$ cat src/rtl/sseg_display_ctrl_if.sv
// Request/display bundle for the 7-segment display controller.
// The requester drives the load strobe and value fields; the controller
// returns its status flags and the scanned anode/segment lines.
interface sseg_display_ctrl_if #(
    parameter int W        = 32,
    parameter int N_DIGITS = 8
);
    logic                load;
    logic [W-1:0]        value;
    logic                mode;
    logic                blank_lz;
    logic                busy;
    logic                overflow;
    logic [N_DIGITS-1:0] anodes;
    logic [6:0]          segments;

    modport master (
        output load, value, mode, blank_lz,
        input  busy, overflow, anodes, segments
    );

    modport slave (
        input  load, value, mode, blank_lz,
        output busy, overflow, anodes, segments
    );
endinterface

$ cat src/rtl/sseg_display_ctrl.sv
// N-digit multiplexed 7-segment display controller.
// A value latched on load is shown either as hex nibbles or, after a
// W-cycle sequential double-dabble conversion, as unsigned decimal.
// Leading-zero blanking and an all-dash overflow display are supported.
// Digits are scanned one at a time on active-low anodes; anodes and
// segments are registered together so they always describe the same digit.
module sseg_display_ctrl #(
    parameter int W              = 32,
    parameter int N_DIGITS       = 8,
    parameter int REFRESH_CYCLES = 50000
) (
    input  logic                  clk,
    input  logic                  reset,
    sseg_display_ctrl_if.slave    bus
);
    // Decimal digits needed for 2^W-1 (floor(W*log10(2)) + 1).
    localparam int BCD_DIGITS = (W * 30103) / 100000 + 1;
    localparam int BUF_DIGITS = (BCD_DIGITS > N_DIGITS) ? BCD_DIGITS : N_DIGITS;
    localparam int BCD_W      = 4 * BUF_DIGITS;
    localparam int DISP_W     = 4 * N_DIGITS;
    localparam int XW         = (W > DISP_W) ? W : DISP_W;
    localparam int CNT_W      = (REFRESH_CYCLES > 1) ? $clog2(REFRESH_CYCLES) : 1;
    localparam int IDX_W      = (N_DIGITS > 1) ? $clog2(N_DIGITS) : 1;
    localparam int ITER_W     = (W > 1) ? $clog2(W) : 1;

    typedef enum logic {IDLE, CONVERT} state_t;

    state_t              state_q, state_d;
    logic                accept, last_iter;
    logic [ITER_W-1:0]   iter_q;
    logic                blank_pend_q;

    logic [W-1:0]        bin_q;
    logic [BCD_W-1:0]    bcd_q, bcd_adj, bcd_shift;
    logic [XW-1:0]       value_ext;
    logic [DISP_W-1:0]   hex_buf, dec_buf;
    logic                hex_ovf, dec_ovf;

    logic [DISP_W-1:0]   disp_q;
    logic                ovf_q, blank_q;
    logic [N_DIGITS-1:0] blank_mask;

    logic [CNT_W-1:0]    cnt_q;
    logic [IDX_W-1:0]    idx_q, idx_d;
    logic                cnt_last;
    logic [3:0]          nibble;
    logic [6:0]          seg_d;
    logic [N_DIGITS-1:0] anodes_p1;
    logic [6:0]          segments_p1;

    // Active-low glyph for one hex digit.
    function automatic logic [6:0] hex_glyph(input logic [3:0] d);
        logic [6:0] g;
        case (d)
            4'h0: g = 7'h40;  4'h1: g = 7'h79;  4'h2: g = 7'h24;  4'h3: g = 7'h30;
            4'h4: g = 7'h19;  4'h5: g = 7'h12;  4'h6: g = 7'h02;  4'h7: g = 7'h78;
            4'h8: g = 7'h00;  4'h9: g = 7'h10;  4'hA: g = 7'h08;  4'hB: g = 7'h03;
            4'hC: g = 7'h46;  4'hD: g = 7'h21;  4'hE: g = 7'h06;  default: g = 7'h0E;
        endcase
        return g;
    endfunction

    // Double-dabble correction: add 3 to every BCD digit that is 5 or more.
    function automatic logic [BCD_W-1:0] dabble_adjust(input logic [BCD_W-1:0] b);
        logic [BCD_W-1:0] r;
        r = b;
        for (int i = 0; i < BUF_DIGITS; i++) begin
            if (b[4*i +: 4] >= 4'd5) r[4*i +: 4] = b[4*i +: 4] + 4'd3;
        end
        return r;
    endfunction

    // Next-state logic: accept loads only when idle, finish after W iterations.
    always_comb begin
        state_d   = state_q;
        accept    = 1'b0;
        last_iter = 1'b0;
        case (state_q)
            IDLE: begin
                if (bus.load) begin
                    accept = 1'b1;
                    if (bus.mode) state_d = CONVERT;
                end
            end
            CONVERT: begin
                if (iter_q == ITER_W'(W - 1)) begin
                    last_iter = 1'b1;
                    state_d   = IDLE;
                end
            end
            default: state_d = IDLE;
        endcase
    end

    // FSM state, iteration counter and the pending blanking choice.
    always_ff @(posedge clk or negedge reset) begin
        if (!reset) begin
            state_q      <= IDLE;
            iter_q       <= '0;
            blank_pend_q <= 1'b0;
        end else begin
            state_q <= state_d;
            if (accept) begin
                iter_q       <= '0;
                blank_pend_q <= bus.blank_lz;
            end else if (state_q == CONVERT) begin
                iter_q <= iter_q + ITER_W'(1);
            end
        end
    end

    // Hex and decimal candidates for the display buffer.
    always_comb begin
        value_ext = XW'(bus.value);
        hex_buf   = value_ext[DISP_W-1:0];
        hex_ovf   = |(value_ext >> DISP_W);
        bcd_adj   = dabble_adjust(bcd_q);
        bcd_shift = (bcd_adj << 1) | BCD_W'(bin_q[W-1]);
        dec_buf   = bcd_shift[DISP_W-1:0];
        dec_ovf   = |(bcd_shift >> DISP_W);
    end

    // Converter shift registers; only meaningful while converting, so no reset.
    always_ff @(posedge clk) begin
        if (accept) begin
            bin_q <= bus.value;
            bcd_q <= '0;
        end else if (state_q == CONVERT) begin
            bin_q <= bin_q << 1;
            bcd_q <= bcd_shift;
        end
    end

    // Display buffer commit: hex on the accepting edge, decimal on the last iteration.
    always_ff @(posedge clk or negedge reset) begin
        if (!reset) begin
            disp_q  <= '0;
            ovf_q   <= 1'b0;
            blank_q <= 1'b0;
        end else if (accept && !bus.mode) begin
            disp_q  <= hex_buf;
            ovf_q   <= hex_ovf;
            blank_q <= bus.blank_lz;
        end else if (last_iter) begin
            disp_q  <= dec_buf;
            ovf_q   <= dec_ovf;
            blank_q <= blank_pend_q;
        end
    end

    // Leading-zero mask: digit i blanks when it and every digit above it are zero.
    always_comb begin
        logic above_zero;
        blank_mask = '0;
        above_zero = 1'b1;
        for (int i = N_DIGITS - 1; i >= 1; i--) begin
            above_zero    = above_zero & (disp_q[4*i +: 4] == 4'd0);
            blank_mask[i] = blank_q & above_zero;
        end
    end

    // Scan index for the coming cycle and the glyph it will display.
    always_comb begin
        cnt_last = (cnt_q == CNT_W'(REFRESH_CYCLES - 1));
        idx_d    = idx_q;
        if (cnt_last) idx_d = (idx_q == IDX_W'(N_DIGITS - 1)) ? '0 : idx_q + IDX_W'(1);
        nibble = disp_q[{idx_d, 2'b00} +: 4];
        if (ovf_q)                  seg_d = 7'h3F;
        else if (blank_mask[idx_d]) seg_d = 7'h7F;
        else                        seg_d = hex_glyph(nibble);
    end

    // Refresh counter, scan index and the registered anode/segment outputs.
    always_ff @(posedge clk or negedge reset) begin
        if (!reset) begin
            cnt_q       <= '0;
            idx_q       <= '0;
            anodes_p1   <= ~N_DIGITS'(1);
            segments_p1 <= 7'h40;
        end else begin
            cnt_q       <= cnt_last ? '0 : cnt_q + CNT_W'(1);
            idx_q       <= idx_d;
            anodes_p1   <= ~(N_DIGITS'(1) << idx_d);
            segments_p1 <= seg_d;
        end
    end

    assign bus.busy     = (state_q == CONVERT);
    assign bus.overflow = ovf_q;
    assign bus.anodes   = anodes_p1;
    assign bus.segments = segments_p1;

endmodule

$ cat src/flat_wrapper.sv
// flat-port wrapper written by rule: the top's interface ports become plain ports
module sseg_display_ctrl_flat 
#(
    parameter int W              = 32,
    parameter int N_DIGITS       = 8,
    parameter int REFRESH_CYCLES = 50000
)
  (clk, reset, bus_load, bus_value, bus_mode, bus_blank_lz, bus_busy, bus_overflow, bus_anodes, bus_segments);
  sseg_display_ctrl_if #(.W(W), .N_DIGITS(N_DIGITS)) bus_i ();
  input  logic clk;
  input  logic reset;
  input wire logic [$bits(bus_i.load)-1:0] bus_load;
  input wire logic [$bits(bus_i.value)-1:0] bus_value;
  input wire logic [$bits(bus_i.mode)-1:0] bus_mode;
  input wire logic [$bits(bus_i.blank_lz)-1:0] bus_blank_lz;
  output wire logic [$bits(bus_i.busy)-1:0] bus_busy;
  output wire logic [$bits(bus_i.overflow)-1:0] bus_overflow;
  output wire logic [$bits(bus_i.anodes)-1:0] bus_anodes;
  output wire logic [$bits(bus_i.segments)-1:0] bus_segments;
  assign bus_i.load = bus_load;
  assign bus_i.value = bus_value;
  assign bus_i.mode = bus_mode;
  assign bus_i.blank_lz = bus_blank_lz;
  assign bus_busy = bus_i.busy;
  assign bus_overflow = bus_i.overflow;
  assign bus_anodes = bus_i.anodes;
  assign bus_segments = bus_i.segments;
  sseg_display_ctrl #(.W(W), .N_DIGITS(N_DIGITS), .REFRESH_CYCLES(REFRESH_CYCLES)) u_core (.clk(clk), .reset(reset), .bus(bus_i));
endmodule
$ cat config.mk
export PLATFORM = sky130hd
export DESIGN_NAME = sseg_display_ctrl_flat
export DESIGN_NICKNAME = d
export VERILOG_FILES = /design/src/rtl/sseg_display_ctrl_if.sv /design/src/rtl/sseg_display_ctrl.sv /design/src/flat_wrapper.sv
export SDC_FILE = /design/constraint.sdc
export NUM_CORES = 1
export LEC_CHECK = 0
export CORE_MARGIN = 2
export CORE_UTILIZATION = 49
export CTS_CLUSTER_DIAMETER = 150
export CTS_CLUSTER_SIZE = 14
export DETAILED_ROUTE_END_ITERATION = 6
export GPL_TIMING_DRIVEN = 1
export PLACE_DENSITY = 0.75
export SLEW_MARGIN = 20
export SYNTH_ARGS = -nofsm -noshare
export SYNTH_HDL_FRONTEND = slang
export SYNTH_SLANG_ARGS = --single-unit
$ cat constraint.sdc
create_clock -name clk -period 3 [get_ports clk]
set_input_delay 0.45 -clock clk [delete_from_list [all_inputs] [get_ports clk]]
set_output_delay 0.45 -clock clk [all_outputs]
set_load 0.005 [all_outputs]
==> run summary <==
r2r worst-path depth - 11
DRC Markers - 0
hold_ws - 0.164 ns
r2r setup slk - 0.12 ns
Area Overhead vs Synth - 20.2%
maximum clock rate - 0.347 GHz
Post-Syn Nets - 794
Post-Route WL - 18.5 mm
first-pass GRT wire length - 30.4 mm
Arrival @ worst endpoint - 3.17 ns
largest fanout on the critical path - 7
clk sinks - 147
synth unique cells - 72
Detail Placement HPWL - 13.2 mm
Layout Nets - 861
total CTS buffers - 17
Post-synth ARST share - 51.0%
largest net degree at the start of global routing - 76
Final Hold Viols - 0
slowest stage cell on the critical path - dfrtp_1
sequential fraction of the synthesis area - 48.6%
Placer Congestion - 0.918
r2r endpoint - u_core.bus.segments[0]$_DFF_PN0_
Power per Cell Area - 1030 nW/um^2
chip height - 128 microns
Util after Layout - 59.8%
FF-to-FF Start - u_core.cnt_q[0]$_DFF_PN0_
Syn Inst Count - 728
Ys Warns - 0
cell row count - 45
Buffers on Ports - 53
Total GRT Usage - 23.7%
n_diodes - 0
Post-synth top flop - dfrtp_1
DR WL/cell - 18.6 microns
number of global-route vias before repair - 5985
Worst-Skew Late Latency - 0.43 ns
Worst-path clk slew - 0.06 ns
Final Max Tran Viols - 0
Via density - 5.91
critical path required time - 3.29 ns
Setup crit end kind - flip-flop
synthesized cell area - 7510 sq um
Routed Antenna Nets - 0
most common cell after layout, fill and taps aside - nand2_1
Vias - 5884
core footprint - 15100 sq um
I/O pin count - 54
Setup CP Type - flip-flop to flip-flop
Min-Delay Path Class - input port to async pin
CTS Buffer Depth - 2
die area - 16300 sq um
Leak Pwr - 3.79 nW
CP max stage delay - 0.39 ns
Peak VDD IR - 0.518 mV
Worst Setup Start Kind - flip-flop
min Tclk post-route - 2.88 ns
hold-fix buffers at CTS - 0
DR pass1 iterations - 6
#FFs+latches synth - 147
initial core utilization - 49.8%
final critical-path share of the clock period - 96.1%
Avg Inst Size Synth - 10.3 sq um
TritonCTS clock tree - yes
worst-path cell chain - ha_1 -> and3_4 -> and4_2 -> buf_4 -> a21oi_4 -> inv_1 -> a32oi_2 -> a32oi_4 -> or2_1 -> a21oi_1 -> o21ai_1
detailed router's first-iteration violation count - 488
Root Buffer - clkbuf_16
Final setup viols - 0
max-cap violations - 0
relative slew slack - 37.5%
H-tree lvl count - 4
Worst-Margin Slew - 0.938 ns
outcome - finished clean
most frequent cells in the layout - 105 x nand2_1, 66 x dfrtp_1, 52 x clkdlybuf4s50_1
layout cells sized above 1 - 16.6%
number of synthesized flops with an enable pin - 32
initial antenna violation count - 0
Final Skew - 0.00893 ns
gr ovfl total - 0
Die X-Extent - 128 microns
==> cell usage after synthesis (all sizes together), types with 5 or more instances <==
master	n	area, sq um
a21oi	42	233
a221oi	7	110
a22o	5	43.8
a22oi	15	113
and2	6	37.5
and3	12	77.6
buf	8	51.3
clkbuf	22	82.6
dfrtp	67	1680
dfstp	8	210
dfxtp	40	801
edfxtp	32	961
ha	29	363
inv	36	140
mux2	39	443
mux2i	18	196
nand2	107	407
nand2b	11	68.8
nand3	11	55.1
nand4	5	46.3
nor2	34	128
nor3b	15	113
nor4	5	31.3
o21ai	44	220
o22ai	23	144
o31ai	10	75.1
xnor2	20	175
xor2	6	52.6
==> area by class of cell <==
| class | instances | area (sq um) |
|---|---|---|
| flip-flops and latches | 147 | 3650 |
| repair buffers | 78 | 716 |
| inverters | 37 | 144 |
| clock buffers | 23 | 469 |
| multi-input cells | 514 | 3660 |
| well taps | 188 | 235 |
| clock inverters | 9 | 155 |
| fillers | 1228 | 6060 |
==> per-stage QoR <==
stage          instance area (sq um)  instances  setup TNS [ns]  setup slack [ns]  total power [mW]
2_1_floorplan                   7510        728               0             0.237              5.84
6_report                        9030        996               0             0.118              9.28
3_3_place_gp                    8280        957               0             0.152              6.65
5_1_grt                         9030        996         -0.0108           -0.0108              9.86
3_5_place_dp                    8280        957               0            0.0171              6.89
4_1_cts                         8900        989               0            0.0335              9.18
==> metal layers <==
layer  global-route usage (%)  up-vias  wire (microns)
li1                         -     2767               -
met1                     29.9     2917            8070
met2                     40.3      169            9210
met3                     4.88       31             768
met4                     8.99        0             447
met5                        0        -               0
==> worst max-delay path: cells and delay by family, from the launching register on <==
family / cells / cell delay [ns]
AND/OR/NAND/NOR: 3 / 0.77
AO/OA/AOI/OAI: 5 / 1.01
flip-flops: 1 / 0.39
adder cells (fa/ha/maj): 1 / 0.25
buffers and inverters: 2 / 0.32
==> kinds of logic after synthesis <==
kind of cell,Yosys count,share of synthesized area [%]
AO/OA/AOI/OAI,179,16.7
XOR/XNOR,26,3.03
adder cells (fa/ha/maj),29,4.83
buffers and inverters,67,3.70
flip-flops,147,48.6
multiplexers,57,8.51
AND/OR/NAND/NOR,223,14.7
==> where the power goes <==
| group | switching [mW] | total, mW | internal [mW] |
|---|---|---|---|
| Clock | 0.813 | 2.25 | 1.44 |
| Sequential | 0.669 | 3.60 | 2.94 |
| Combinational | 1.83 | 3.42 | 1.59 |
| Total | 3.31 | 9.28 | 5.96 |
==> repair_timing <==
action,CTS,global route
buffers inserted,0,7
endpoints found under the hold margin,0,0
resized for setup,1,14
endpoints found under the setup margin,1,7
pin swaps,0,6
==> sequential cells by signal, indices dropped and copies added, names as in the netlist <==
register	count
u_core.bus.overflow	1
u_core.blank_pend_q	1
u_core.bus.segments	7
u_core.disp_q	32
u_core.bus.anodes	8
u_core.bcd_q	40
u_core.blank_q	1
u_core.bin_q	32
u_core.idx_q	3
u_core.cnt_q	16
u_core.iter_q	5
u_core.bus.busy	1
==> worst max path at each step <==
stage	slack (ns)	startpoint	end	cells past startpoint
5_1_grt	-0.01	u_core.cnt_q[0]$_DFF_PN0_	u_core.bus.segments[0]$_DFF_PN0_	11
2_1_floorplan	0.24	u_core.cnt_q[4]$_DFF_PN0_	u_core.bus.segments[3]$_DFF_PN0_	10
3_3_place_gp	0.15	u_core.cnt_q[0]$_DFF_PN0_	u_core.bus.segments[3]$_DFF_PN0_	11
4_1_cts	0.03	u_core.cnt_q[0]$_DFF_PN0_	u_core.bus.segments[0]$_DFF_PN0_	11
6_report	0.12	u_core.cnt_q[0]$_DFF_PN0_	u_core.bus.segments[0]$_DFF_PN0_	11
3_5_place_dp	0.02	u_core.cnt_q[0]$_DFF_PN0_	u_core.bus.segments[3]$_DFF_PN0_	11
Power figures use the tool's default switching activity.
